**config.mk**
```make
export PLATFORM = sky130hd
export DESIGN_NAME = alu_shift_pipe
export DESIGN_NICKNAME = d
export VERILOG_FILES = /design/src/rtl/alu_shift_pipe.sv
export SDC_FILE = /design/constraint.sdc
export NUM_CORES = 1
export LEC_CHECK = 0
export ABC_AREA = 0
export CELL_PAD_IN_SITES_DETAIL_PLACEMENT = 0
export CELL_PAD_IN_SITES_GLOBAL_PLACEMENT = 1
export CORE_UTILIZATION = 44
export DETAILED_ROUTE_END_ITERATION = 10
export PLACE_DENSITY_LB_ADDON = 0.1
export SETUP_SLACK_MARGIN = 0.2
export SYNTH_ARGS = -nofsm -noshare
export SYNTH_HDL_FRONTEND = slang
export SYNTH_SLANG_ARGS = --single-unit
```
**constraint.sdc**
```tcl
create_clock -name clk_i -period 2.88 [get_ports clk_i]
set_input_delay 0.576 -clock clk_i [delete_from_list [all_inputs] [get_ports clk_i]]
set_output_delay 0.576 -clock clk_i [all_outputs]
set_load 0.02 [all_outputs]
```
**src/rtl/alu_shift_pipe.sv**
```systemverilog
// Pipelined barrel shifter (SLL/SRL/SRA, optional ROL/ROR) with a global-stall valid/ready pipe.
// Define ALU_SHIFT_ROTATE_EN to build the rotate ops; otherwise 011/100 decode as illegal.
module alu_shift_pipe #(
  parameter int DATA_WIDTH  = 32,
  parameter int PIPE_STAGES = 2,
  parameter int IMM_WIDTH   = 6,
  parameter int TAG_WIDTH   = 4
) (
  input  logic                  clk_i,
  input  logic                  arst_ni,
  input  logic                  in_valid_i,
  output logic                  in_ready_o,
  input  logic [2:0]            op_i,
  input  logic                  use_imm_i,
  input  logic [DATA_WIDTH-1:0] rs1_data_i,
  input  logic [DATA_WIDTH-1:0] rs2_data_i,
  input  logic [IMM_WIDTH-1:0]  imm_i,
  input  logic [TAG_WIDTH-1:0]  tag_i,
  output logic                  out_valid_o,
  input  logic                  out_ready_i,
  output logic [DATA_WIDTH-1:0] result_o,
  output logic [TAG_WIDTH-1:0]  tag_o,
  output logic                  zero_o,
  output logic                  illegal_o
);
  localparam int SHAMT_W  = $clog2(DATA_WIDTH);
  localparam int LVL_BASE = SHAMT_W / PIPE_STAGES;
  localparam int LVL_XTRA = SHAMT_W % PIPE_STAGES;

  localparam logic [2:0] OP_SLL = 3'b000;
  localparam logic [2:0] OP_SRL = 3'b001;
  localparam logic [2:0] OP_SRA = 3'b010;
`ifdef ALU_SHIFT_ROTATE_EN
  localparam logic [2:0] OP_ROL = 3'b011;
  localparam logic [2:0] OP_ROR = 3'b100;
`endif

  typedef struct packed {
    logic [DATA_WIDTH-1:0] data;
    logic [2:0]            op;
    logic                  fill;
    logic [SHAMT_W-1:0]    amt;
    logic [TAG_WIDTH-1:0]  tag;
    logic                  ill;
  } slot_t;

  // Shift levels owned by stage s; earlier stages absorb the remainder.
  function automatic logic [SHAMT_W-1:0] lvl_mask(input int s);
    int lo;
    int n;
    lo = s * LVL_BASE + ((s < LVL_XTRA) ? s : LVL_XTRA);
    n  = LVL_BASE + ((s < LVL_XTRA) ? 1 : 0);
    lvl_mask = '0;
    for (int b = 0; b < SHAMT_W; b++) lvl_mask[b] = (b >= lo) && (b < lo + n);
  endfunction

  logic                   advance;
  logic                   legal;
  logic [SHAMT_W-1:0]     amt_in;
  slot_t                  entry;
  slot_t                  stg_in  [PIPE_STAGES];
  slot_t                  stg_out [PIPE_STAGES];
  slot_t                  slot_q  [PIPE_STAGES];
  logic [DATA_WIDTH-1:0]  stg_res [PIPE_STAGES];
  logic [PIPE_STAGES-1:0] vld_q;
  logic [PIPE_STAGES:0]   vld_pipe;
  logic                   unused_bits;

  assign vld_pipe   = {vld_q, in_valid_i};
  assign advance    = !out_valid_o || out_ready_i;
  assign in_ready_o = advance;

  // Illegal ops enter as a zero operand under SLL so every level passes zero through.
  always_comb begin
    legal = (op_i == OP_SLL) || (op_i == OP_SRL) || (op_i == OP_SRA);
`ifdef ALU_SHIFT_ROTATE_EN
    if ((op_i == OP_ROL) || (op_i == OP_ROR)) legal = 1'b1;
`endif
    amt_in    = use_imm_i ? imm_i[SHAMT_W-1:0] : rs2_data_i[SHAMT_W-1:0];
    entry     = '0;
    entry.tag = tag_i;
    entry.ill = !legal;
    if (legal) begin
      entry.data = rs1_data_i;
      entry.op   = op_i;
      entry.fill = (op_i == OP_SRA) && rs1_data_i[DATA_WIDTH-1];
      entry.amt  = amt_in;
    end
  end

  always_comb begin
    stg_in[0] = entry;
    for (int s = 1; s < PIPE_STAGES; s++) stg_in[s] = slot_q[s-1];
    for (int s = 0; s < PIPE_STAGES; s++) begin
      stg_out[s]      = stg_in[s];
      stg_out[s].data = stg_res[s];
    end
  end

  for (genvar g = 0; g < PIPE_STAGES; g++) begin : g_stage
    alu_shift_lvl #(
      .DATA_WIDTH (DATA_WIDTH),
      .SHAMT_W    (SHAMT_W),
      .LVL_MASK   (lvl_mask(g))
    ) u_lvl (
      .op_i   (stg_in[g].op),
      .fill_i (stg_in[g].fill),
      .amt_i  (stg_in[g].amt),
      .data_i (stg_in[g].data),
      .data_o (stg_res[g])
    );
  end

  // Payload only loads behind a valid bit; bubbles leave the old contents in place.
  always_ff @(posedge clk_i or negedge arst_ni) begin
    if (!arst_ni) begin
      vld_q <= '0;
      for (int s = 0; s < PIPE_STAGES; s++) slot_q[s] <= '0;
    end else if (advance) begin
      vld_q <= vld_pipe[PIPE_STAGES-1:0];
      for (int s = 0; s < PIPE_STAGES; s++)
        if (vld_pipe[s]) slot_q[s] <= stg_out[s];
    end
  end

  assign out_valid_o = vld_q[PIPE_STAGES-1];
  assign result_o    = slot_q[PIPE_STAGES-1].data;
  assign tag_o       = slot_q[PIPE_STAGES-1].tag;
  assign illegal_o   = slot_q[PIPE_STAGES-1].ill;
  assign zero_o      = out_valid_o && (result_o == '0);

  // Upper amount bits are architecturally ignored; last-stage control has no consumer.
  assign unused_bits = ^{rs2_data_i, imm_i, slot_q[PIPE_STAGES-1].op,
                         slot_q[PIPE_STAGES-1].fill, slot_q[PIPE_STAGES-1].amt};
endmodule

// One pipeline stage's share of the log shifter: shifts by the amount bits in LVL_MASK.
module alu_shift_lvl #(
  parameter int                 DATA_WIDTH = 32,
  parameter int                 SHAMT_W    = 5,
  parameter logic [SHAMT_W-1:0] LVL_MASK   = '1
) (
  input  logic [2:0]            op_i,
  input  logic                  fill_i,
  input  logic [SHAMT_W-1:0]    amt_i,
  input  logic [DATA_WIDTH-1:0] data_i,
  output logic [DATA_WIDTH-1:0] data_o
);
  logic [SHAMT_W-1:0] amt_s;

  assign amt_s = amt_i & LVL_MASK;

  always_comb begin
    data_o = data_i;
    case (op_i)
      3'b000:         data_o = data_i << amt_s;
      3'b001, 3'b010: data_o = DATA_WIDTH'({{DATA_WIDTH{fill_i}}, data_i} >> amt_s);
`ifdef ALU_SHIFT_ROTATE_EN
      3'b011:         data_o = DATA_WIDTH'(({data_i, data_i} << amt_s) >> DATA_WIDTH);
      3'b100:         data_o = DATA_WIDTH'({data_i, data_i} >> amt_s);
`endif
      default:        data_o = data_i;
    endcase
  end
endmodule

```
==> run_results.csv <==
group,metric,value,unit
power,power_density,650,nW/um^2
clock_tree,hold_buffers,0,
clock_tree,tritoncts,"yes",
finish,layout_common_cells,"nand2_1 (92), clkdlybuf4s50_1 (91), dfrtp_1 (80)",
clock_tree,htree_num_levels,3,
clock_tree,numCtsBuffers,9,
critical_path,r2r_slack,640,ps
critical_path,critPathArrivalTime,2790,ps
detailed_routing,post_drt_wl_per_cell,21.1,um
logic_synthesis,ys_seq_area_share,29.9,%
critical_path,reg2reg_to,"result_o[25]$_DFFE_PN0P_",
place,dp.cells,1003,
finish,design_area,8600,um^2
critical_path,crit_path_end,"slot_q[83]$_DFFE_PN0P_",
global_route,overflow,0,
detailed_routing,dr.pass1.iters,7,
finish,drive_gt1_share,20.9,%
critical_path,crit_cells,8,
timing,drv_slew,0,
logic_synthesis,synth_nets,827,
clock_tree,clk_latency,340,ps
critical_path,end_kind,"flop",
timing,worst_pin_slew,1010,ps
critical_path,crit_start,"use_imm_i",
detailed_routing,antenna_left,0,
place,dp_hpwl,16.8,mm
logic_synthesis,synth-warning-count,0,
finish,stdcell_count,1019,
global_route,grt_use_total,27.4,%
logic_synthesis,avgSynthCellArea,9.21,um^2
logic_synthesis,netlist.area_leader.share,29.9,%
detailed_routing,drc,0,
power,power_leakage,3.50,nW
die,die_area,16100,um^2
finish,nNetsFinal,908,
place,gp_congestion,0.945,
logic_synthesis,synth_edf_count,0,
timing,skew,6.28,ps
clock_tree,clk_pin_slew,60,ps
finish,area_delta_synth_final,25.3,%
finish,diodes,0,
die,pin_count,122,
critical_path,crit_buf_inv,3,
detailed_routing,vias,6369,
clock_tree,root_buffer,"clkbuf_16",
clock_tree,clockBufferDepth,2,
critical_path,crit_type,"in -> reg",
critical_path,startpoint_type,"input pin",
timing,maxSlewHeadroom,32.6,%
global_route,antenna_found_initial,0,
critical_path,cp_top_family,"buffers and inverters",
logic_synthesis,yosysTopAreaCell,"dfrtp_1",
detailed_routing,wl,21.5,mm
logic_synthesis,synth_area_leaders,"dfrtp_1 (30%), mux2i_1 (12%), mux4_2 (11%)",
global_route,grt_max_degree,83,
timing,hold_viol_final,0,
logic_synthesis,synthArstFlopShare,100,%
timing,finalCritPeriodShare,89.5,%
die,die_h,127,um
detailed_routing,viasPerCell,6.25,
power,irDropWorstVdd,0.350,mV
timing,setup_viol,0,
critical_path,r2r_cells,5,
timing,fmax,388,MHz
flow_run,maxCapViolCount,0,
logic_synthesis,ys_seq_elements,82,
global_route,grt_pass1_wl,34.0,mm
die,std_cell_rows,45,
critical_path,slowest_delay,510,ps
die,core-area,15200,um^2
logic_synthesis,postSynthCellCount,745,
place,io_buffers,93,
die,initial_core_util,45.2,%
logic_synthesis,synthFlopType,"dfrtp_1",
place,place_area,8170,um^2
timing,rsz0062_at_grt,"no",
critical_path,cpMaxStageDelayCell,"clkdlybuf4s50_1",
finish,final_common_cell,"nand2_1",
critical_path,worst_ep_required_time,3090,ps
run_status,run_status,"completed",
die,die_w,127,um
logic_synthesis,mappedNetlistArea,6860,um^2
clock_tree,clock_sink_count,82,
critical_path,r2r_start,"slot_q[54]$_DFFE_PN0P_",
min_path,hold_class,"in -> async",
logic_synthesis,ys_types,53,
global_route,grt_pass1_vias,6031,
critical_path,cp_cell_sequence,"clkdlybuf4s50_1 > buf_4 > mux2_4 > buf_4 > mux2i_1 > mux2i_1 > a221oi_1 > a22oi_1",
timing,finalCriticalPeriod,2580,ps
detailed_routing,initialDrtViolationCount,651,
critical_path,critPathMaxFanout,14,
[report_power, final]
group          total, W  leakage [nW]  internal [W]  switching (W)
combinational   0.00241          2.32       0.00120        0.00121
sequential      0.00184          1.01       0.00147       0.000375
clock           0.00134         0.169      0.000894       0.000444
total           0.00559          3.50       0.00356        0.00203
[flip-flops by register name (all words and copies together), names as in the netlist]
register,flops
illegal_o,1
result_o,32
slot_q,43
tag_o,4
vld_q,2
[through the flow]
| step | TNS (ps) | setup slack [ps] | power (W) | util (%) | hold slack, ps |
|---|---|---|---|---|---|
| after global placement | -418 | -201 | 0.00420 | 53.7 | 454 |
| after global routing | 0 | 164 | 0.00589 | 56.6 | 500 |
| after detailed placement | -767 | -239 | 0.00424 | 53.7 | 458 |
| after floorplan | 0 | 705 | 0.00345 | - | 280 |
| after CTS | 0 | 123 | 0.00560 | 56.1 | 446 |
| final | 0 | 303 | 0.00559 | 56.6 | 399 |
[Yosys cell counts, types with 4 or more instances]
cell type and instances:
mux2_2 7, nor4_1 6, a222oi_1 7, clkbuf_1 40, buf_2 16, nor3b_1 4
a32oi_1 4, o221a_2 8, nand3_1 12, nor2_1 34, buf_4 42, a221oi_1 24
a22oi_1 26, inv_1 12, nand2_1 93, mux4_2 33, and2_1 4, a21oi_1 49
dfrtp_1 82, o22ai_1 35, nand3b_1 8, nor3_1 5, a31oi_1 9, nand4_1 4
o21ai_0 51, mux2i_1 84
[timing repair]
action / CTS / global route
cloned: 0 / 0
buffers inserted: 0 / 0
resized for setup: 2 / 14
endpoints found under the setup margin: 2 / 12
[metal layers]
metal	up-vias	global-route usage (%)	share of wire, %
met5	-	0	0
met4	0	9.17	2.9
met3	44	2.87	4.5
met2	252	46.0	48
met1	3077	36.9	45
li1	2996	-	-
[cells by family after synthesis]
group / share of synthesized area, %
buf+inv: 9.44
flops: 29.9
mux: 25.4
compound gates: 22.9
simple gates: 12.2
xor+xnor: 0.255
[final cells by class]
class	instances	area (um^2)
Clock buffer	12	256
Clock inverter	4	97.6
Fill cell	1366	6600
Inverter	12	45.0
Multi-Input combinational cell	548	4260
Sequential cell	82	2050
Tap cell	188	235
Timing Repair Buffer	173	1660
[how the worst min path moves through the flow]
stage	slack (ps)	startpoint	end	cells after the start
5_1_grt	500	arst_ni	result_o[25]$_DFFE_PN0P_	1
3_3_place_gp	450	slot_q[47]$_DFFE_PN0P_	slot_q[47]$_DFFE_PN0P_	2
6_report	400	arst_ni	result_o[25]$_DFFE_PN0P_	1
3_5_place_dp	460	slot_q[48]$_DFFE_PN0P_	slot_q[48]$_DFFE_PN0P_	2
4_1_cts	450	arst_ni	result_o[25]$_DFFE_PN0P_	1
2_1_floorplan	280	arst_ni	illegal_o$_DFFE_PN0P_	0
No activity file was read; power rests on OpenSTA's default activity.
